**src/rtl/sdram_init_pkg.sv**
```systemverilog
// Shared types and constants for the SDRAM power-up initialization sequencer.
package sdram_init_pkg;

  // Sequencer states; every command state lasts exactly one cycle.
  typedef enum logic [2:0] {
    ST_PWR_WAIT,
    ST_PRECHARGE,
    ST_TRP_WAIT,
    ST_AREF,
    ST_TRFC_WAIT,
    ST_LMR,
    ST_TMRD_WAIT,
    ST_DONE
  } state_e;

  // SDRAM commands as {cs_n, ras_n, cas_n, we_n}
  localparam logic [3:0] CMD_DESELECT  = 4'b1111;
  localparam logic [3:0] CMD_NOP       = 4'b0111;
  localparam logic [3:0] CMD_PRECHARGE = 4'b0010;
  localparam logic [3:0] CMD_AREF      = 4'b0001;
  localparam logic [3:0] CMD_LMR       = 4'b0000;

  // Default timing, in clk cycles
  localparam int DEF_POWERUP_CYCLES = 10000;
  localparam int DEF_TRP            = 2;
  localparam int DEF_TRFC           = 7;
  localparam int DEF_TMRD           = 2;
  localparam int DEF_NUM_REFRESH    = 8;

  localparam logic [2:0] CL_SAFE = 3'b011;

  // Only CL=2 and CL=3 are supported by the attached device family.
  function automatic logic cl_legal(input logic [2:0] cl);
    return (cl == 3'b010) || (cl == 3'b011);
  endfunction

  // Mode word actually loaded: an unsupported CAS latency is replaced by CL=3.
  function automatic logic [12:0] fix_mode(input logic [12:0] mode);
    logic [12:0] fixed;
    fixed = mode;
    if (!cl_legal(mode[6:4])) fixed[6:4] = CL_SAFE;
    return fixed;
  endfunction

endpackage

```
**src/rtl/sdram_wait_cnt.sv**
```systemverilog
// Shared wait down-counter: load N-1 on state entry, stops at zero.
module sdram_wait_cnt #(
  parameter int W = 16
) (
  input  logic         clk,
  input  logic         rst,
  input  logic         load_i,
  input  logic [W-1:0] val_i,
  output logic         zero_o
);

  logic [W-1:0] cnt_q;

  // Load has priority; otherwise count down and hold at zero.
  always_ff @(posedge clk) begin
    if (rst) begin
      cnt_q <= '0;
    end else if (load_i) begin
      cnt_q <= val_i;
    end else if (cnt_q != '0) begin
      cnt_q <= cnt_q - W'(1);
    end
  end

  assign zero_o = (cnt_q == '0);

endmodule

```
**src/rtl/sdram_init_seq.sv**
```systemverilog
// SDRAM power-up initialization: NOP wait, PRECHARGE ALL, N x AUTO REFRESH,
// LOAD MODE, then DONE. All outputs are registered.
//
// state        | meaning
// PWR_WAIT     | NOP with cke=1 for POWERUP_CYCLES after reset release
// PRECHARGE    | one-cycle PRECHARGE ALL (addr[10]=1)
// TRP_WAIT     | NOP gap after PRECHARGE
// AREF         | one-cycle AUTO REFRESH
// TRFC_WAIT    | NOP gap after AUTO REFRESH
// LMR          | one-cycle LOAD MODE with the (sanitised) mode word
// TMRD_WAIT    | NOP gap after LOAD MODE
// DONE         | NOP, init_done=1, reinit restarts from PRECHARGE
module sdram_init_seq
  import sdram_init_pkg::*;
#(
  parameter int POWERUP_CYCLES = DEF_POWERUP_CYCLES,
  parameter int TRP            = DEF_TRP,
  parameter int TRFC           = DEF_TRFC,
  parameter int TMRD           = DEF_TMRD,
  parameter int NUM_REFRESH    = DEF_NUM_REFRESH
) (
  input  logic        clk,
  input  logic        rst,
  input  logic [12:0] cfg_mode_reg,
  input  logic        reinit,
  output logic        sdr_cke,
  output logic        sdr_cs_n,
  output logic        sdr_ras_n,
  output logic        sdr_cas_n,
  output logic        sdr_we_n,
  output logic [12:0] sdr_addr,
  output logic [1:0]  sdr_ba,
  output logic        init_done,
  output logic        cfg_err
);

  // A wait state of N cycles loads N-1; the gap after a command of spacing T
  // is T-1 cycles long, hence T-2.
  localparam logic [15:0] PWR_LOAD  = 16'(POWERUP_CYCLES - 1);
  localparam logic [15:0] TRP_LOAD  = 16'(TRP - 2);
  localparam logic [15:0] TRFC_LOAD = 16'(TRFC - 2);
  localparam logic [15:0] TMRD_LOAD = 16'(TMRD - 2);
  localparam logic [3:0]  REF_LOAD  = 4'(NUM_REFRESH);

  state_e      state_q, state_d;
  logic        start_q, start_d;
  logic [3:0]  ref_q, ref_d;
  logic [3:0]  cmd_q, cmd_d;
  logic [12:0] addr_q, addr_d;
  logic [1:0]  ba_q, ba_d;
  logic        done_q, done_d;
  logic        err_q, err_d;
  logic        cke_q;

  logic        cnt_load;
  logic [15:0] cnt_val;
  logic        cnt_zero;

  sdram_wait_cnt #(.W(16)) u_wait_cnt (
    .clk    (clk),
    .rst    (rst),
    .load_i (cnt_load),
    .val_i  (cnt_val),
    .zero_o (cnt_zero)
  );

  // Next state, wait-counter loads, and next-cycle outputs decoded from state_d.
  always_comb begin
    state_d  = state_q;
    start_d  = 1'b0;
    ref_d    = ref_q;
    err_d    = err_q;
    cmd_d    = CMD_NOP;
    addr_d   = '0;
    ba_d     = '0;
    done_d   = 1'b0;
    cnt_load = 1'b0;
    cnt_val  = '0;

    // start_q marks the first cycle out of reset: that edge is PWR_WAIT entry.
    if (start_q) begin
      state_d  = ST_PWR_WAIT;
      cnt_load = 1'b1;
      cnt_val  = PWR_LOAD;
    end else begin
      unique case (state_q)
        ST_PWR_WAIT:  if (cnt_zero) state_d = ST_PRECHARGE;
        ST_PRECHARGE: begin
          state_d  = ST_TRP_WAIT;
          cnt_load = 1'b1;
          cnt_val  = TRP_LOAD;
        end
        ST_TRP_WAIT:  if (cnt_zero) state_d = ST_AREF;
        ST_AREF: begin
          state_d  = ST_TRFC_WAIT;
          cnt_load = 1'b1;
          cnt_val  = TRFC_LOAD;
        end
        ST_TRFC_WAIT: if (cnt_zero) state_d = (ref_q == 4'd0) ? ST_LMR : ST_AREF;
        ST_LMR: begin
          state_d  = ST_TMRD_WAIT;
          cnt_load = 1'b1;
          cnt_val  = TMRD_LOAD;
        end
        ST_TMRD_WAIT: if (cnt_zero) state_d = ST_DONE;
        ST_DONE:      if (reinit) state_d = ST_PRECHARGE;
        default:      state_d = ST_PWR_WAIT;
      endcase
    end

    unique case (state_d)
      ST_PRECHARGE: begin
        cmd_d      = CMD_PRECHARGE;
        addr_d[10] = 1'b1;
        ref_d      = REF_LOAD;
      end
      ST_AREF: begin
        cmd_d = CMD_AREF;
        ref_d = ref_q - 4'd1;
      end
      ST_LMR: begin
        cmd_d  = CMD_LMR;
        addr_d = fix_mode(cfg_mode_reg);
        if (!cl_legal(cfg_mode_reg[6:4])) err_d = 1'b1;
      end
      ST_DONE: done_d = 1'b1;
      default: cmd_d = CMD_NOP;
    endcase
  end

  // FSM and output registers; reset forces DESELECT with the clock disabled.
  always_ff @(posedge clk) begin
    if (rst) begin
      state_q <= ST_PWR_WAIT;
      start_q <= 1'b1;
      ref_q   <= '0;
      cmd_q   <= CMD_DESELECT;
      cke_q   <= 1'b0;
      addr_q  <= '0;
      ba_q    <= '0;
      done_q  <= 1'b0;
      err_q   <= 1'b0;
    end else begin
      state_q <= state_d;
      start_q <= start_d;
      ref_q   <= ref_d;
      cmd_q   <= cmd_d;
      cke_q   <= 1'b1;
      addr_q  <= addr_d;
      ba_q    <= ba_d;
      done_q  <= done_d;
      err_q   <= err_d;
    end
  end

  assign {sdr_cs_n, sdr_ras_n, sdr_cas_n, sdr_we_n} = cmd_q;
  assign sdr_cke   = cke_q;
  assign sdr_addr  = addr_q;
  assign sdr_ba    = ba_q;
  assign init_done = done_q;
  assign cfg_err   = err_q;

endmodule

```
**config.mk**
```make
export PLATFORM = sky130hd
export DESIGN_NAME = sdram_init_seq
export DESIGN_NICKNAME = d
export VERILOG_FILES = /design/src/rtl/sdram_init_pkg.sv /design/src/rtl/sdram_wait_cnt.sv /design/src/rtl/sdram_init_seq.sv
export SDC_FILE = /design/constraint.sdc
export NUM_CORES = 1
export LEC_CHECK = 0
export BUFFER_PORTS_ARGS = -buffer_cell sky130_fd_sc_hd__buf_2
export CELL_PAD_IN_SITES_DETAIL_PLACEMENT = 1
export CELL_PAD_IN_SITES_GLOBAL_PLACEMENT = 1
export CORE_MARGIN = 2
export CORE_UTILIZATION = 37
export DETAILED_ROUTE_END_ITERATION = 12
export PLACE_DENSITY_LB_ADDON = 0.1
export SKIP_CTS_REPAIR_TIMING = 1
export SYNTH_ARGS = -nofsm -noshare
export SYNTH_HDL_FRONTEND = slang
export SYNTH_SLANG_ARGS = --single-unit
export TNS_END_PERCENT = 100
```
**constraint.sdc**
```tcl
create_clock -name clk -period 2.5 [get_ports clk]
set_input_delay 0 -clock clk [delete_from_list [all_inputs] [get_ports clk]]
set_output_delay 0 -clock clk [all_outputs]
set_load 0.005 [all_outputs]
```
# After elaboration in Yosys (flattened, before gate mapping)
# Cells that the tools add are included.
# totals
out_inout_bits,22
register_bits,44
in_bits,16
word_cells,60
# op_classes
bitwise_logic,2
eq_ne,13
addsub,2
reduce_logical,11
n_mux,21
# ops
operator,count
16-bit 2-to-1 mux,2
3-bit 2-to-1 mux,8
3-bit one-hot mux with 8 select lines,1
3-bit equality test (second input constant),6
16-bit logical NOT,1
16-bit nonzero test,1
16-bit by 1-bit subtractor with 16-bit output (second input constant),1
3-bit by 2-bit equality test with 1-bit output (second input constant),5
14-bit 2-to-1 mux,1
3-bit one-hot mux with 3 select lines,1
4-bit one-hot mux with 2 select lines,1
3-bit by 1-bit equality test with 1-bit output (second input constant),2
3-bit OR reduction,2
1-bit 2-to-1 mux,5
4-bit logical NOT,1
2-bit nonzero test,2
4-bit by 1-bit subtractor with 4-bit output (second input constant),1
3-bit logical NOT,1
2-bit 2-to-1 mux,1
1-bit NOT,2
1-bit one-hot mux with 2 select lines,1
2-bit AND reduction,1
2-bit OR reduction,1
1-bit logical OR,1

# Longest topological paths before layout
# Gate-level depths: netlist of the first run.
# logic_depth
word_depth,8
mapped_depth,8
ltp_nobuf,8

# Cells and area by module
# From an unflattened synthesis of the first run, not the netlist that was laid out.
# unflattened
cells_unflattened,216
hier_area_um2,1973.1
# modules_own_cells
module,area_each_um2,seq_area_each_um2,cells_each,n_inst
sdram_init_seq,1008.5,560.5,100,1
sdram_wait_cnt,964.7,320.3,116,1

# Worst setup path before layout of the first run
# OpenSTA, ideal clock, no wires.
# synth_timing
kind,register to register
startpoint,register u_wait_cnt.cnt_q[2]
endpoint,register ref_q[3]
slack_ps,185
required_time_ps,2381
t_arrival_ps,2196
n_path_buf,1
path_stages_with_launch,7
setup_time_ps,119
synth_period_minus_slack_ps,2315
path_cell_list,dfxtp_1 > buf_6 > or4_4 > or4_4 > o31a_1 > o21a_1 > o221a_1
# synth_between
elab_chain_len,6
elab_cells_between_ends,11
cone_classes,eq/ne (2); mux (7); reduce/logical (2)
# synth_rtl
item,line,source
from (decl),sdram_wait_cnt.sv:12,logic [W-1:0] cnt_q;
from (signal assigned),sdram_wait_cnt.sv:19,cnt_q <= val_i;
from (signal assigned),sdram_wait_cnt.sv:21,cnt_q <= cnt_q - W'(1);
16-bit logical NOT (*),sdram_wait_cnt.sv:25,assign zero_o = (cnt_q == '0);
3-bit 2-to-1 mux (on tied branches),n/a,
3-bit one-hot mux with 8 select lines (*),sdram_init_seq.sv:86,unique case (state_q)
3-bit 2-to-1 mux (*),sdram_init_seq.sv:81,if (start_q) begin
3-bit by 2-bit equality test with 1-bit output or 3-bit by 1-bit equality test with 1-bit output (tied branches),sdram_init_seq.sv:111,unique case (state_d)
4-bit one-hot mux with 2 select lines or 2-bit nonzero test (tied branches),n/a,
to (signal assigned),sdram_init_seq.sv:146,ref_q <= ref_d;
to (decl),sdram_init_seq.sv:47,"logic [3:0] ref_q, ref_d;"
# Every way passes the cells marked *; elsewhere a longest branch is shown, timed or not.
# A chain may end at the register's enable or synchronous reset.

# Worst setup path after layout of the first run
# layout_timing
startpoint,register u_wait_cnt.cnt_q[3]
endpoint,register ref_q[3]
# The elaborated chain is that of the path after synthesis.

==> impl_metrics.py, run 1 <==
metrics = {
    "outcome": {
        "status": "complete, no violations",
    },
    "sta": {
        "hold_violations": 0,
        "tightest_slew_ns": 0.6154,
        "period_minus_slack_ns": 2.421,
        "fmax_ghz": 0.4131,
        "setup_ws_ns": 0.07933,
        "drv_slew": 0,
        "rsz0062_at_grt": "false",
        "finalCritPeriodShare_pct": 96.83,
        "maxSlewHeadroom_pct": 58.54,
        "setup_violations": 0,
        "finalSetupTns_ns": 0,
        "finClkSkew_ns": 0.009906,
        "hold-worst-slack_ns": 0.007802,
    },
    "logic_synthesis": {
        "synth-adder-area-share_pct": 2.640,
        "synth_compound_area_share_pct": 18.81,
        "yosysTopAreaCell": "dfxtp_1",
        "synthFlopType": "dfxtp_1",
        "synthDominantCellAreaShare_pct": 46.47,
        "syn_avg_cell_area_um2": 9.431,
        "synth_cell_types": 52,
        "async_flop_share_pct": 0,
        "synthTopCellsByCount": "dfxtp_1 (44), nor2_1 (20), a21oi_1 (10), and2_1 (9), nor3_1 (9)",
        "synth-xor-area-share_pct": 2.772,
        "synth-seq-cells": 44,
        "muxShareOfSynthArea_pct": 0,
        "synth_cells": 201,
        "ys_top_cells_by_area": "dfxtp_1 (46%), nor2_1 (4.0%), and2_1 (3.0%)",
        "syn_area_um2": 1896,
        "synth_most_common_cell": "dfxtp_1",
        "synth-edff-count": 0,
        "yosys.area_share.simple_pct": 24.69,
        "yosysWarnings": 0,
        "ys_seq_area_share_pct": 46.47,
        "synth_top_family_by_area": "simple AND/OR/NAND/NOR gates",
    },
    "floorplan": {
        "dieArea_um2": 5712,
        "start_util_pct": 37.84,
        "ios": 38,
        "die-height_um": 75.58,
        "core_um2": 5010,
        "num_rows": 26,
        "die_w_um": 75.58,
    },
    "clock_network": {
        "cts-buffers-inserted": 5,
        "clkTransAtPathRegs_ns": 0.09,
        "cts.sink_count": 44,
        "tritoncts": "yes",
        "insertion_delay_ns": 0.30,
        "clockBufferDepth": 2,
        "cts_root_buf": "clkbuf_8",
        "htreeDepth": 2,
    },
    "place": {
        "dp_hpwl_um": 3545,
        "placement.io_buffers": 35,
        "pre_cts_ws_ns": 0.1599,
        "gp_congestion": 0.8034,
        "place_area_um2": 2202,
    },
    "route": {
        "routed-via-count": 1710,
        "ant_nets": 0,
        "wl_per_cell_um": 15.14,
        "via_per_inst": 5.166,
        "drt-pass1-iter-count": 4,
        "wl_um": 5010,
        "drc_errors": 0,
        "drt-initial-drc-count": 62,
    },
    "setup_path": {
        "cp-start-kind": "flop",
        "worstPathRequired_ns": 2.70,
        "critPathCaptureType": "flop",
        "cp.arrival_ns": 2.62,
        "cp_max_fo": 6,
        "worstSetupPathType": "reg -> reg",
    },
    "global_route": {
        "gr-usage-all-layers_pct": 18.41,
        "grt_pass1_vias": 1628,
        "grt_pass1_wl_um": 7893,
        "grt_overflow_total": 0,
        "grt_start_max_net_pins": 17,
        "antenna_found_initial": 0,
    },
    "flow_run": {
        "maxCapViolCount": 0,
    },
    "final_layout": {
        "drive_gt1_share_pct": 26.05,
        "antennaDiodeCount": 0,
        "finalCoreUtilization_pct": 48.58,
        "layout.nets": 280,
        "finalInstanceArea_um2": 2434,
        "area_growth_pct": 28.38,
    },
    "power_and_ir_drop": {
        "vdd_drop_max_v": 0.0002987,
        "leakage_uw": 0.0009991,
        "p_per_area_nw_per_um2": 623.4,
    },
    "worst_hold_path": {
        "worst_hold_path_type": "in -> reg",
    },
}
sequential cells by signal (all words and copies together), names as in the netlist:
register	cells
start_q	1
init_done	1
cfg_err	1
sdr_cke	1
u_wait_cnt.cnt_q	16
ref_q	4
sdr_addr	13
state_q	3
cmd_q	4
metrics by stage:
step / std cells / power (uW)
finish: 331 / 1517
global placement: 312 / 949.2
CTS: 320 / 1520
floorplan: 203 / 884.3
global route: 331 / 1590
detailed placement: 312 / 951.2
layout by cell type, fill, tap and decap left out, drive strengths merged, types with 5 or more instances in the layout:
master        n
buf          47
dfxtp        44
nor2         20
dlygate4sd3  11
a21oi        10
nor3         10
and2          9
nand2         8
inv           8
o21ai         7
or2           5
o211ai        5
xor2          5
clkbuf        5
o31ai         5
or4           5
power breakdown:
part	internal (uW)	switching, uW
combinational	95.7	107
clock	301	266
sequential	724	23.3
total	1120	396
logic make-up (layout without fill, tap and decap cells):
logic type	Yosys count	count (layout)
simple gates	82	82
compound gates	48	48
flops	44	44
buf+inv	16	74
xor+xnor	6	6
fa+ha+maj	4	4
other cells	1	3
per-layer routing:
metal / part of all wire (%) / track usage, % / vias to the layer above
li1: - / - / 840
met1: 46 / 23.88 / 825
met4: 1.4 / 6.238 / 0
met2: 49 / 30.43 / 38
met3: 3.9 / 3.968 / 7
met5: 0 / 0 / -
final cells by class:
cell class	instances	area, um2
Clock inverter	3	46.29
Inverter	8	30.03
Tap cell	70	87.58
Multi-Input combinational cell	143	944.7
Clock buffer	5	68.82
Timing Repair Buffer	58	375.4
Fill cell	612	2576
Sequential cell	44	880.8
final timing paths:
check                       from                  end  slack (ns)  cells past startpoint
min reg2reg              cfg_err              cfg_err        0.49                      1
min                          rst  u_wait_cnt.cnt_q[4]       0.008                      3
max reg2reg  u_wait_cnt.cnt_q[3]             ref_q[3]        0.08                      5
max          u_wait_cnt.cnt_q[3]             ref_q[3]        0.08                      5
critical path, stage by stage, from the launching register on:
cell,delay (ns)
dfxtp_1,0.37
or4_4,0.57
or4_4,0.58
o31ai_4,0.34
nand2_1,0.17
o221a_1,0.28
Note: power is estimated with default switching activity, not from simulation.
==> run 2, diff against run 1 <==
Settings changed: ABC_AREA from default to 1, CORE_UTILIZATION 37 to 35.
==> impl_metrics.py, run 2 <==
metrics = {
    "route": {
        "ant_nets": 0,
        "via_per_inst": 4.669,
        "routed-via-count": 1765,
        "wl_per_cell_um": 12.97,
        "drt-pass1-iter-count": 4,
        "drt-initial-drc-count": 76,
        "drc_errors": 0,
        "wl_um": 4901,
    },
    "global_route": {
        "use_met2_pct": 29.06,
        "met3_usage_pct": 4.091,
        "grt_pass1_vias": 1732,
        "grt_start_max_net_pins": 15,
        "antenna_found_initial": 0,
        "grt_pass1_wl_um": 7955,
        "grt_overflow_total": 0,
        "top_usage_layer": "met2",
        "gr-usage-all-layers_pct": 16.67,
        "grtUsageMet1_pct": 20.28,
    },
    "logic_synthesis": {
        "synthTopCellsByCount": "dfxtp_1 (44), nand2_1 (42), nor2_1 (30), inv_1 (29), a21oi_1 (16)",
        "ys_seq_area_share_pct": 44.84,
        "ys_top_cells_by_area": "dfxtp_1 (45%), nand2_1 (8.0%), nor2_1 (5.7%)",
        "syn_area_um2": 1964,
        "synthFlopType": "dfxtp_1",
        "synth-seq-cells": 44,
        "synthDominantCellAreaShare_pct": 44.84,
        "synth_cell_types": 37,
        "synth-edff-count": 0,
        "synth_most_common_cell": "dfxtp_1",
        "synth_cells": 251,
        "yosysWarnings": 0,
        "yosysTopAreaCell": "dfxtp_1",
        "async_flop_share_pct": 0,
        "syn_avg_cell_area_um2": 7.826,
    },
    "setup_path": {
        "cp.arrival_ns": 1.98,
        "critPathCaptureType": "flop",
        "cp_max_fo": 10,
        "rrSetupSlack_ns": 0.71,
        "worstSetupPathType": "reg -> reg",
        "worstPathRequired_ns": 2.69,
        "cp-start-kind": "flop",
    },
    "floorplan": {
        "start_util_pct": 35.89,
        "die_w_um": 78.92,
        "die-height_um": 78.92,
        "core_um2": 5473,
        "ios": 38,
        "dieArea_um2": 6228,
        "num_rows": 27,
    },
    "clock_network": {
        "cts-buffers-inserted": 5,
        "clkTransAtPathRegs_ns": 0.09,
        "clockBufferDepth": 2,
        "insertion_delay_ns": 0.30,
        "tritoncts": "yes",
        "htreeDepth": 2,
        "cts.sink_count": 44,
        "cts_root_buf": "clkbuf_8",
    },
    "outcome": {
        "status": "finished with violations",
        "violations": "negative hold slack",
    },
    "power_and_ir_drop": {
        "p_per_area_nw_per_um2": 574.1,
        "power_frac_clock_pct": 32.0,
        "power.internal_uw": 999.1,
        "leakage_uw": 0.001144,
        "switchingPower_uw": 399.4,
        "p_seq_share_pct": 53.1,
        "swShare_pct": 28.56,
        "vdd_drop_max_v": 0.0002317,
        "p_comb_share_pct": 14.9,
        "p_total_uw": 1398,
    },
    "sta": {
        "hold_violations": 1,
        "setup_violations": 0,
        "finalCritPeriodShare_pct": 71.64,
        "finClkSkew_ns": 0.007246,
        "drv_slew": 0,
        "rsz0062_at_grt": "false",
        "hold-worst-slack_ns": -0.01207,
        "finalSetupTns_ns": 0,
        "fmax_ghz": 0.5583,
        "period_minus_slack_ns": 1.791,
    },
    "place": {
        "placement.io_buffers": 35,
        "gp_congestion": 0.8230,
        "placed_cells": 357,
        "dp_hpwl_um": 3639,
    },
    "final_layout": {
        "layout.nets": 325,
        "largest_reg_flops": 16,
        "drive_gt1_share_pct": 23.20,
        "final_common_cell": "dfxtp_1",
        "area_growth_pct": 24.01,
        "finalCoreUtilization_pct": 44.51,
        "antennaDiodeCount": 0,
        "final_cell_mix": "dfxtp_1 (44), nand2_1 (42), buf_2 (35)",
        "top_register": "u_wait_cnt.cnt_q",
        "stdcell_count": 378,
        "fillCellCount": 722,
    },
    "flow_run": {
        "maxCapViolCount": 0,
    },
    "worst_hold_path": {
        "worst_hold_path_type": "in -> reg",
    },
}
[run 2: layer usage]
metal	vias up	part of all wire, %
met1	831	47
met3	6	2.4
li1	912	-
met4	0	1.3
met5	-	0
met2	16	50
[run 2: logic make-up after synthesis]
kind of cell / count (synthesis) / synth area share, %
other cells: 1 / 0.1909
xor+xnor: 6 / 2.675
simple gates: 122 / 31.08
buf+inv: 39 / 7.961
flops: 44 / 44.84
compound gates: 35 / 10.70
fa+ha+maj: 4 / 2.548
[run 2: stage by stage]
step | instance area [um2] | setup slack, ns
final | 2436 | 0.7089
after global routing | 2436 | 0.4674
after CTS | 2306 | 0.6947
after detailed placement | 2218 | 0.7122
after global placement | 2218 | 0.7186
after floorplan | 1972 | 0.9508
[run 2: critical path, stage by stage, from the launching register on]
cell and delay [ns]:
dfxtp_1 0.32, inv_1 0.11, ha_1 0.20, nand2_1 0.07
nor2_2 0.21, nand4_1 0.12, nand2_1 0.13, nand2_2 0.12
nand2_1 0.13, nor2_4 0.05, inv_2 0.15, nor2_1 0.07
[run 2: final cells by class]
class,count,area (um2),area share [%]
timing repair buffer,48,305.3,12.53
tap,72,90.09,3.698
sequential,44,880.8,36.16
inverter,36,137.6,5.650
clock buffer,5,68.82,2.825
clock inverter,3,18.77,0.7704
multi-input combinational,170,934.6,38.37
[run 2: final timing paths]
check	from	to	cells after the start
max reg2reg	u_wait_cnt.cnt_q[0]	sdr_addr[0]	11
min	cfg_mode_reg[5]	cfg_err	4
max	u_wait_cnt.cnt_q[0]	sdr_addr[0]	11
min reg2reg	cfg_err	cfg_err	2
[run 2: power groups by stage]
stage,sequential (uW),combinational (uW),clock [uW]
6_report,743,208,447
5_1_grt,747,238,496
4_1_cts,743,195,463
3_5_place_dp,760,193,0
3_3_place_gp,759,191,0
2_1_floorplan,756,143,0
